File: config.mk
export PLATFORM = sky130hd
export DESIGN_NAME = convolution_layer_sequencer_flat
export DESIGN_NICKNAME = d
export VERILOG_FILES = /design/src/rtl/convolution_layer_sequencer_pkg.sv /design/src/rtl/convolution_layer_sequencer_if.sv /design/src/rtl/convolution_layer_sequencer.sv /design/src/flat_wrapper.sv
export SDC_FILE = /design/constraint.sdc
export NUM_CORES = 1
export LEC_CHECK = 0
export ABC_AREA = 0
export BUFFER_PORTS_ARGS = -buffer_cell sky130_fd_sc_hd__clkbuf_2
export CORE_AREA = 2 2 489 491
export DETAILED_ROUTE_END_ITERATION = 8
export DIE_AREA = 0 0 491 493
export PLACE_DENSITY_LB_ADDON = 0.25
export SYNTH_ARGS = -nofsm -noshare
export SYNTH_HDL_FRONTEND = slang
export SYNTH_SLANG_ARGS = --single-unit
File: constraint.sdc
create_clock -name clk -period 3 [get_ports clk]
set_clock_uncertainty 0.15 [all_clocks]
set_input_delay 0.45 -clock clk [delete_from_list [all_inputs] [get_ports clk]]
set_output_delay 0.45 -clock clk [all_outputs]
set_load 0.05 [all_outputs]
File: src/rtl/convolution_layer_sequencer_pkg.sv
// Shared widths and FSM encoding for the convolution layer sequencer.
// convolution_layer imports the same derived widths so both sides stay in step.
package convolution_layer_sequencer_pkg;

  localparam int default_matrix_width  = 9;
  localparam int default_matrix_height = 16;
  localparam int default_kernel_width  = 3;
  localparam int default_kernel_height = 3;
  localparam int default_data_size     = 32;

  function automatic int out_width(input int matrix_width, input int kernel_width);
    return matrix_width - kernel_width + 1;
  endfunction

  // Row counters must hold the full height, not just height-1.
  function automatic int row_bits(input int matrix_height);
    return $clog2(matrix_height + 1);
  endfunction

  function automatic int addr_bits(input int entries);
    return (entries > 1) ? $clog2(entries) : 1;
  endfunction

  localparam int default_out_width = out_width(default_matrix_width, default_kernel_width);
  localparam int default_row_bits  = row_bits(default_matrix_height);
  localparam int default_kaddr_bits = addr_bits(default_kernel_height);

  typedef enum logic [2:0] {
    st_idle,
    st_prime,
    st_stream,
    st_drain,
    st_done
  } seq_state_t;

endpackage

File: src/rtl/convolution_layer_sequencer_if.sv
// Control, row-memory, layer and result-memory signals of the sequencer.
// master is the sequencer side; slave is the surrounding engine.
interface convolution_layer_sequencer_if
  import convolution_layer_sequencer_pkg::*;
  #(
    parameter int max_input_matrix_width  = default_matrix_width,
    parameter int max_input_matrix_height = default_matrix_height,
    parameter int max_kernel_width        = default_kernel_width,
    parameter int max_kernel_height       = default_kernel_height,
    parameter int data_size               = default_data_size
  );

  localparam int ow  = out_width(max_input_matrix_width, max_kernel_width);
  localparam int rw  = row_bits(max_input_matrix_height);
  localparam int kaw = addr_bits(max_kernel_height);

  logic                                         start;
  logic [rw-1:0]                                cfg_in_height;
  logic                                         busy;
  logic                                         done;
  logic                                         cfg_error;
  logic [kaw-1:0]                               k_addr;
  logic [data_size*max_kernel_width-1:0]        k_data;
  logic [rw-1:0]                                m_addr;
  logic [data_size*max_input_matrix_width-1:0]  m_data;
  logic                                         conv_enable;
  logic [data_size*max_kernel_width-1:0]        conv_kernel;
  logic [data_size*max_input_matrix_width-1:0]  conv_matrix;
  logic [data_size*ow-1:0]                      conv_result;
  logic                                         out_we;
  logic [rw-1:0]                                out_addr;
  logic [data_size*ow-1:0]                      out_data;

  modport master (
    input  start, cfg_in_height, k_data, m_data, conv_result,
    output busy, done, cfg_error, k_addr, m_addr,
           conv_enable, conv_kernel, conv_matrix,
           out_we, out_addr, out_data
  );

  modport slave (
    output start, cfg_in_height, k_data, m_data, conv_result,
    input  busy, done, cfg_error, k_addr, m_addr,
           conv_enable, conv_kernel, conv_matrix,
           out_we, out_addr, out_data
  );

endinterface

File: src/rtl/convolution_layer_sequencer.sv
// Frame controller for convolution_layer: primes the layer, streams kernel and
// matrix rows from synchronous-read memories, and writes each valid result row.
module convolution_layer_sequencer
  import convolution_layer_sequencer_pkg::*;
  #(
    parameter int max_input_matrix_width  = default_matrix_width,
    parameter int max_input_matrix_height = default_matrix_height,
    parameter int max_kernel_width        = default_kernel_width,
    parameter int max_kernel_height       = default_kernel_height,
    parameter int data_size               = default_data_size
  ) (
    input logic clk,
    input logic rst_n,
    convolution_layer_sequencer_if.master bus
  );

  localparam int ow  = out_width(max_input_matrix_width, max_kernel_width);
  localparam int rw  = row_bits(max_input_matrix_height);
  localparam int kaw = addr_bits(max_kernel_height);

  localparam logic [rw-1:0] kh_rows    = rw'(max_kernel_height);
  localparam logic [rw-1:0] max_height = rw'(max_input_matrix_height);

  localparam logic [data_size*max_kernel_width-1:0]       kernel_zero = '0;
  localparam logic [data_size*max_input_matrix_width-1:0] matrix_zero = '0;
  localparam logic [data_size*ow-1:0]                     result_zero = '0;

  seq_state_t    state;
  logic [rw-1:0] height;
  logic [rw-1:0] row;
  logic [rw-1:0] row_next;
  logic [rw-1:0] row_ahead;
  logic          start_legal;

  // row_ahead is the row whose read must be issued now so its data lands
  // exactly when the stream reaches it (1-cycle memory latency).
  always_comb begin
    row_next    = row + rw'(1);
    row_ahead   = row + rw'(2);
    start_legal = (bus.cfg_in_height >= kh_rows) && (bus.cfg_in_height <= max_height);
  end

  // Memory data is passed straight to the layer; kernel rows beyond KH are
  // forced to zero so the layer only ever loads the real kernel.
  assign bus.conv_matrix = (state == st_stream) ? bus.m_data : matrix_zero;
  assign bus.conv_kernel = ((state == st_stream) && (row < kh_rows)) ? bus.k_data : kernel_zero;
  assign bus.out_data    = bus.out_we ? bus.conv_result : result_zero;

  always_ff @(posedge clk) begin
    if (!rst_n) begin
      state           <= st_idle;
      height          <= '0;
      row             <= '0;
      bus.busy        <= 1'b0;
      bus.done        <= 1'b0;
      bus.cfg_error   <= 1'b0;
      bus.conv_enable <= 1'b0;
      bus.k_addr      <= '0;
      bus.m_addr      <= '0;
      bus.out_we      <= 1'b0;
      bus.out_addr    <= '0;
    end else begin
      bus.done      <= 1'b0;
      bus.cfg_error <= 1'b0;
      bus.out_we    <= 1'b0;
      case (state)
        st_idle: begin
          if (bus.start) begin
            if (start_legal) begin
              height          <= bus.cfg_in_height;
              row             <= '0;
              bus.busy        <= 1'b1;
              bus.conv_enable <= 1'b1;
              bus.k_addr      <= '0;
              bus.m_addr      <= '0;
              state           <= st_prime;
            end else begin
              bus.cfg_error <= 1'b1;
            end
          end
        end
        st_prime: begin
          row        <= '0;
          bus.m_addr <= (rw'(1) < height) ? rw'(1) : '0;
          bus.k_addr <= (max_kernel_height > 1) ? kaw'(1) : '0;
          state      <= st_stream;
        end
        st_stream: begin
          if (row == height - rw'(1)) begin
            // The last row's result is ready during DRAIN, after enable drops.
            bus.conv_enable <= 1'b0;
            bus.out_we      <= 1'b1;
            bus.out_addr    <= height - kh_rows;
            bus.k_addr      <= '0;
            bus.m_addr      <= '0;
            state           <= st_drain;
          end else begin
            row        <= row_next;
            bus.m_addr <= (row_ahead < height) ? row_ahead : '0;
            bus.k_addr <= (row_ahead < kh_rows) ? kaw'(row_ahead) : '0;
            if (row_next >= kh_rows) begin
              bus.out_we   <= 1'b1;
              bus.out_addr <= row_next - kh_rows;
            end
          end
        end
        st_drain: begin
          bus.done <= 1'b1;
          state    <= st_done;
        end
        st_done: begin
          bus.busy <= 1'b0;
          state    <= st_idle;
        end
        default: begin
          bus.busy        <= 1'b0;
          bus.conv_enable <= 1'b0;
          state           <= st_idle;
        end
      endcase
    end
  end

endmodule

File: src/flat_wrapper.sv
// flat-port wrapper written by rule: the top's interface ports become plain ports
module convolution_layer_sequencer_flat import convolution_layer_sequencer_pkg::*;
#(
    parameter int max_input_matrix_width  = default_matrix_width,
    parameter int max_input_matrix_height = default_matrix_height,
    parameter int max_kernel_width        = default_kernel_width,
    parameter int max_kernel_height       = default_kernel_height,
    parameter int data_size               = default_data_size
  )
  (clk, rst_n, bus_start, bus_cfg_in_height, bus_k_data, bus_m_data, bus_conv_result, bus_busy, bus_done, bus_cfg_error, bus_k_addr, bus_m_addr, bus_conv_enable, bus_conv_kernel, bus_conv_matrix, bus_out_we, bus_out_addr, bus_out_data);
  convolution_layer_sequencer_if #(.max_input_matrix_width(max_input_matrix_width), .max_input_matrix_height(max_input_matrix_height), .max_kernel_width(max_kernel_width), .max_kernel_height(max_kernel_height), .data_size(data_size)) bus_i ();
  input logic clk;
  input logic rst_n;
  input wire logic [$bits(bus_i.start)-1:0] bus_start;
  input wire logic [$bits(bus_i.cfg_in_height)-1:0] bus_cfg_in_height;
  input wire logic [$bits(bus_i.k_data)-1:0] bus_k_data;
  input wire logic [$bits(bus_i.m_data)-1:0] bus_m_data;
  input wire logic [$bits(bus_i.conv_result)-1:0] bus_conv_result;
  output wire logic [$bits(bus_i.busy)-1:0] bus_busy;
  output wire logic [$bits(bus_i.done)-1:0] bus_done;
  output wire logic [$bits(bus_i.cfg_error)-1:0] bus_cfg_error;
  output wire logic [$bits(bus_i.k_addr)-1:0] bus_k_addr;
  output wire logic [$bits(bus_i.m_addr)-1:0] bus_m_addr;
  output wire logic [$bits(bus_i.conv_enable)-1:0] bus_conv_enable;
  output wire logic [$bits(bus_i.conv_kernel)-1:0] bus_conv_kernel;
  output wire logic [$bits(bus_i.conv_matrix)-1:0] bus_conv_matrix;
  output wire logic [$bits(bus_i.out_we)-1:0] bus_out_we;
  output wire logic [$bits(bus_i.out_addr)-1:0] bus_out_addr;
  output wire logic [$bits(bus_i.out_data)-1:0] bus_out_data;
  assign bus_i.start = bus_start;
  assign bus_i.cfg_in_height = bus_cfg_in_height;
  assign bus_i.k_data = bus_k_data;
  assign bus_i.m_data = bus_m_data;
  assign bus_i.conv_result = bus_conv_result;
  assign bus_busy = bus_i.busy;
  assign bus_done = bus_i.done;
  assign bus_cfg_error = bus_i.cfg_error;
  assign bus_k_addr = bus_i.k_addr;
  assign bus_m_addr = bus_i.m_addr;
  assign bus_conv_enable = bus_i.conv_enable;
  assign bus_conv_kernel = bus_i.conv_kernel;
  assign bus_conv_matrix = bus_i.conv_matrix;
  assign bus_out_we = bus_i.out_we;
  assign bus_out_addr = bus_i.out_addr;
  assign bus_out_data = bus_i.out_data;
  convolution_layer_sequencer #(.max_input_matrix_width(max_input_matrix_width), .max_input_matrix_height(max_input_matrix_height), .max_kernel_width(max_kernel_width), .max_kernel_height(max_kernel_height), .data_size(data_size)) u_core (.clk(clk), .rst_n(rst_n), .bus(bus_i));
endmodule
# After elaboration in Yosys (flattened, before gate mapping)
# Cells that the tools add are included.
# totals
ff_bits	30
inputBits	616
out_inout_bits	625
# classes
bitwise	2
order_cmp	7
n_reduce_logical	16
n_addsub	5
n_eq_ne	9
n_mux	31
# op_table
op	n
$mux W288	1
$mux W224	1
$mux W96	1
$mux W5	7
$pmux W5 S3	2
$reduce_and A3 Y1	5
$pmux W3 S4	1
$ge A5 B2 Y1 const B	2
$lt A5 B2 Y1 const B	2
$sub A5 B2 Y5 const B	2
$mux W3	3
$mux W1	8
$mux W2	4
$reduce_and A4 Y1	2
$eq A3 B2 Y1 const B	2
$ne A2 B2 Y1 const B	3
$pmux W2 S3	1
$reduce_or A3 Y1	2
$add A5 B1 Y5 const B	1
$add A5 B2 Y5 const B	1
$eq A5 B5 Y1	1
$le A5 B5 Y1 const B	1
$lt A1 B5 Y1 const A	1
$lt A5 B5 Y1	1
other kinds (12)	15

# Logic depth before layout (Yosys ltp)
# depth
ltp_word	5
depth_mapped	10
ltp_nobuf	9

# Least setup slack after synthesis
# Ideal clock, no wire load.
# synth_timing
path_type	register to output
startpoint	register u_core.row[2]
endpoint	output port bus_conv_kernel[55]
stages_incl_launch_ff	9
t_arrival_ns	2.232
path_slack_ns	0.168
path_cell_list	dfxtp_1 -> buf_4 -> inv_1 -> ha_1 -> a211o_1 -> nor3_2 -> clkbuf_1 -> clkbuf_1 -> and2_1
# synth_via
elab_chain_cells	3
# synth_lines
element	line_no	text
start: declaration	convolution_layer_sequencer.sv:30	logic [rw-1:0] row;
start signal: assignment	convolution_layer_sequencer.sv:98	row <= row_next;
$lt A5 B2 Y1	convolution_layer_sequencer.sv:46	assign bus.conv_kernel = ((state == st_stream) && (row < kh_rows)) ? bus.k_data : kernel_zero;
$logic_and A1 B1 Y1	convolution_layer_sequencer.sv:46	
$mux W96	convolution_layer_sequencer.sv:46	
end: declaration	flat_wrapper.sv:25	output wire logic [$bits(bus_i.conv_kernel)-1:0] bus_conv_kernel;
# Every way passes these cells.

# Worst setup path after layout
# layout_timing
startpoint	register u_core.row[2]
endpoint	output port bus_conv_kernel[15]
# The elaborated chain is that of the path after synthesis.

==> flow_summary_export.csv <==
group,metric,value,unit
cells_and_area,synthToLayoutAreaGrowth,211,%
detailed_routing,post_drt_wl_per_cell,37.2,µm
worst_setup_path,timing.critical_path.from_type,"register",
timing,fmax,348,MHz
worst_setup_path,rr_worst_depth,7,
clock_tree,cts_tree,"yes",
yosys,synth_seq_cells,30,
power,ir_worst_vdd,0.215,mV
die,io-pin-count,1241,
timing,post-route-min-period,2870,ps
timing,tightest_slew,836,ps
clock_tree,cts.path.max_buffers,2,
cells_and_area,layout.nets,2716,
worst_setup_path,cp.arrival,2270,ps
die,die_x,491,µm
power,p_per_area,250,nW/µm²
global_routing,grt_pass1_wl,227,mm
run_status,status,"finished clean",
yosys,synth_top_family_by_area,"simple AND/OR/NAND/NOR gates",
global_routing,first_global_vias,12800,
yosys,synth-edff-count,0,
global_routing,grt_max_degree,145,
yosys,netlist_area,6110,µm²
timing,slew_headroom,42.9,%
place,port_buffers,1240,
die,dieArea,242000,µm²
clock_tree,cts_root_buf,"clkbuf_16",
detailed_routing,drtIter0Drc,934,
cells_and_area,final_util,8.03,%
yosys,synthTopCellsByArea,"and2_1 (33%), and3_1 (30%), dfxtp_1 (9.8%), clkbuf_1 (6.3%), ha_1 (2.7%)",
detailed_routing,dr.pass1.iters,5,
timing,hold_viol_final,0,
clock_tree,cts_buffers,5,
min_path,min_path_cells,3,
detailed_routing,viasPerCell,2.57,
die,rows,179,
detailed_routing,drcViolationCount,0,
worst_setup_path,crit_required,2400,ps
yosys,syn_avg_cell_area,6.57,µm²
die,initial_core_util,2.58,%
detailed_routing,routed-via-count,13700,
yosys,syn_inst,931,
clock_tree,path_clk_slew,60,ps
yosys,synth_mux_area_share,0.818,%
yosys,synth_xor_area_share,2.29,%
timing,rsz0062_at_grt,"no",
clock_tree,clock_latency,280,ps
die,die_h,493,µm
place,hpwl,189,mm
yosys,synth-main-ff-cell,"dfxtp_1",
min_path,hold_path_class,"in2reg",
global_routing,grt-ovfl-total,0,
worst_setup_path,worst-setup-path-type,"reg2out",
yosys,synth_simple_gate_area_share,68.7,%
yosys,synthAdderAreaFrac,2.66,%
flow_run,cap_violations,0,
power,finalPower,4750,µW
timing,slew_violations,0,
yosys,netlist.area_leader.share,33.3,%
timing,period_share,95.8,%
global_routing,grt_usage,15.7,%
timing,setup_tns,0,ps
yosys,synthArstFlopShare,0,%
worst_setup_path,crit_fanout,48,
global_routing,antenna_found_initial,404,
place,gp_congestion,0.826,
yosys,synth_compound_area_share,7.53,%
detailed_routing,detail-route-antenna-nets,0,
die,core-area,237000,µm²
yosys,yosysWarningCount,0,
power,p_leak,0.00971,µW
worst_setup_path,worstSetupEndpointType,"primary output",
timing,finalWorstSetupSlack,125,ps
clock_tree,clock-sinks,30,
yosys,yosysSeqAreaShare,9.82,%
clock_tree,h-tree-depth,2,
yosys,synth.net_count,1560,
detailed_routing,totalWireLength,199,mm
place,post-place-ws,239,ps
yosys,synth.distinct_cells,54,
yosys,yosysTopAreaCell,"and2_1",
cells_and_area,drive_above_1_share,61.6,%
timing,setup_viol,0,
[metrics by stage]
| step | std cells | hold slack (ps) | instance area, µm² |
|---|---|---|---|
| floorplan | 931 | 387 | 6110 |
| global placement | 5245 | 293 | 18600 |
| detailed placement | 5245 | 298 | 18600 |
| CTS | 5255 | 272 | 18800 |
| global route | 5283 | 297 | 18900 |
| finish | 5338 | 263 | 19000 |
[kinds of logic (layout without fill, tap and decap cells)]
group,Yosys count,count (layout)
other,0,83
multiplexers,5,5
AND/OR/NAND/NOR,678,678
buffers and inverters,127,1284
XOR/XNOR,16,16
AO/OA/AOI/OAI,62,62
flip-flops,30,30
adder cells (fa/ha/maj),13,13
[state kept, by name, summed over array words and instances, names as in the netlist]
register / flops
u_core.bus.m_addr: 5
u_core.bus.out_addr: 5
u_core.height: 5
u_core.bus.done: 1
u_core.bus.conv_enable: 1
u_core.bus.busy: 1
u_core.bus.cfg_error: 1
u_core.row: 5
u_core.bus.out_we: 1
u_core.state: 3
u_core.bus.k_addr: 2
[path summary, 6_finish.rpt]
path | from | end | slack (ps)
worst max register to register | u_core.row[0] | u_core.bus.out_addr[3] | 240
worst min-delay path | bus_start | u_core.bus.cfg_error | 260
worst min register to register | u_core.bus.m_addr[1] | u_core.bus.m_addr[1] | 310
worst max-delay path | u_core.row[2] | bus_conv_kernel[15] | 130
[per-layer routing]
| metal | track usage (%) | routed length [µm] | up-vias |
|---|---|---|---|
| met4 | 2.38 | 4260 | 330 |
| met3 | 16.2 | 44000 | 580 |
| met1 | 13.8 | 59100 | 6069 |
| met5 | 0 | 2120 | - |
| met2 | 25.3 | 89300 | 1218 |
| li1 | - | - | 5540 |
[power by group]
group	switching [µW]	total [µW]	leakage (µW)	internal [µW]
Clock	193	521	0.0000734	328
Combinational	2540	3780	0.00939	1230
Sequential	36.9	455	0.000246	418
[Yosys cell counts (all sizes together) (7+ instances only)]
cell type  instances
nor2              10
and3             292
buf                8
nand3              7
inv               16
ha                13
nand2             13
a21oi             16
clkbuf           103
dfxtp             30
xor2               7
o21ai             19
xnor2              9
and2             326
nor2b             12
[cell usage in the layout, fill, tap and decap left out, drive strengths merged, types with 3 or more instances in the layout]
cell,n
nand3,7
inv,16
nor3,6
ha,13
xnor2,9
and2,326
buf,207
nor2b,12
nand2,13
o21a,3
o32ai,3
a21boi,3
and3,292
dfxtp,30
o21ai,19
diode,83
a211o,3
nor2,10
clkbuf,1059
xor2,7
a211oi,6
nor4,3
a21oi,16
mux2i,5
[repair_timing]
item                       4_1_cts  5_1_grt
gates resized for setup          1        9
buffers inserted                 1        0
hold buffers                     0        0
setup endpoints to repair       62       57
cloned                           1        0
pin swaps                        1        0
hold endpoints to repair         0        0
[critical path: stages (launching register included)]
cell	delay [ps]
dfxtp_4	380
inv_1	80
ha_1	190
a211o_1	330
nor3_4	220
buf_12	160
buf_12	190
and2_1	150
clkbuf_2	270
[cell type report]
type,count,area [µm²]
Clock inverter,2,12.5
Antenna cell,83,208
Multi-Input combinational cell,774,5020
Tap cell,3167,3960
Clock buffer,6,139
Sequential cell,30,613
Timing Repair Buffer,1260,9000
Fill cell,28100,218000
Inverter,16,60.1
No activity file was read; power rests on OpenSTA's default activity.
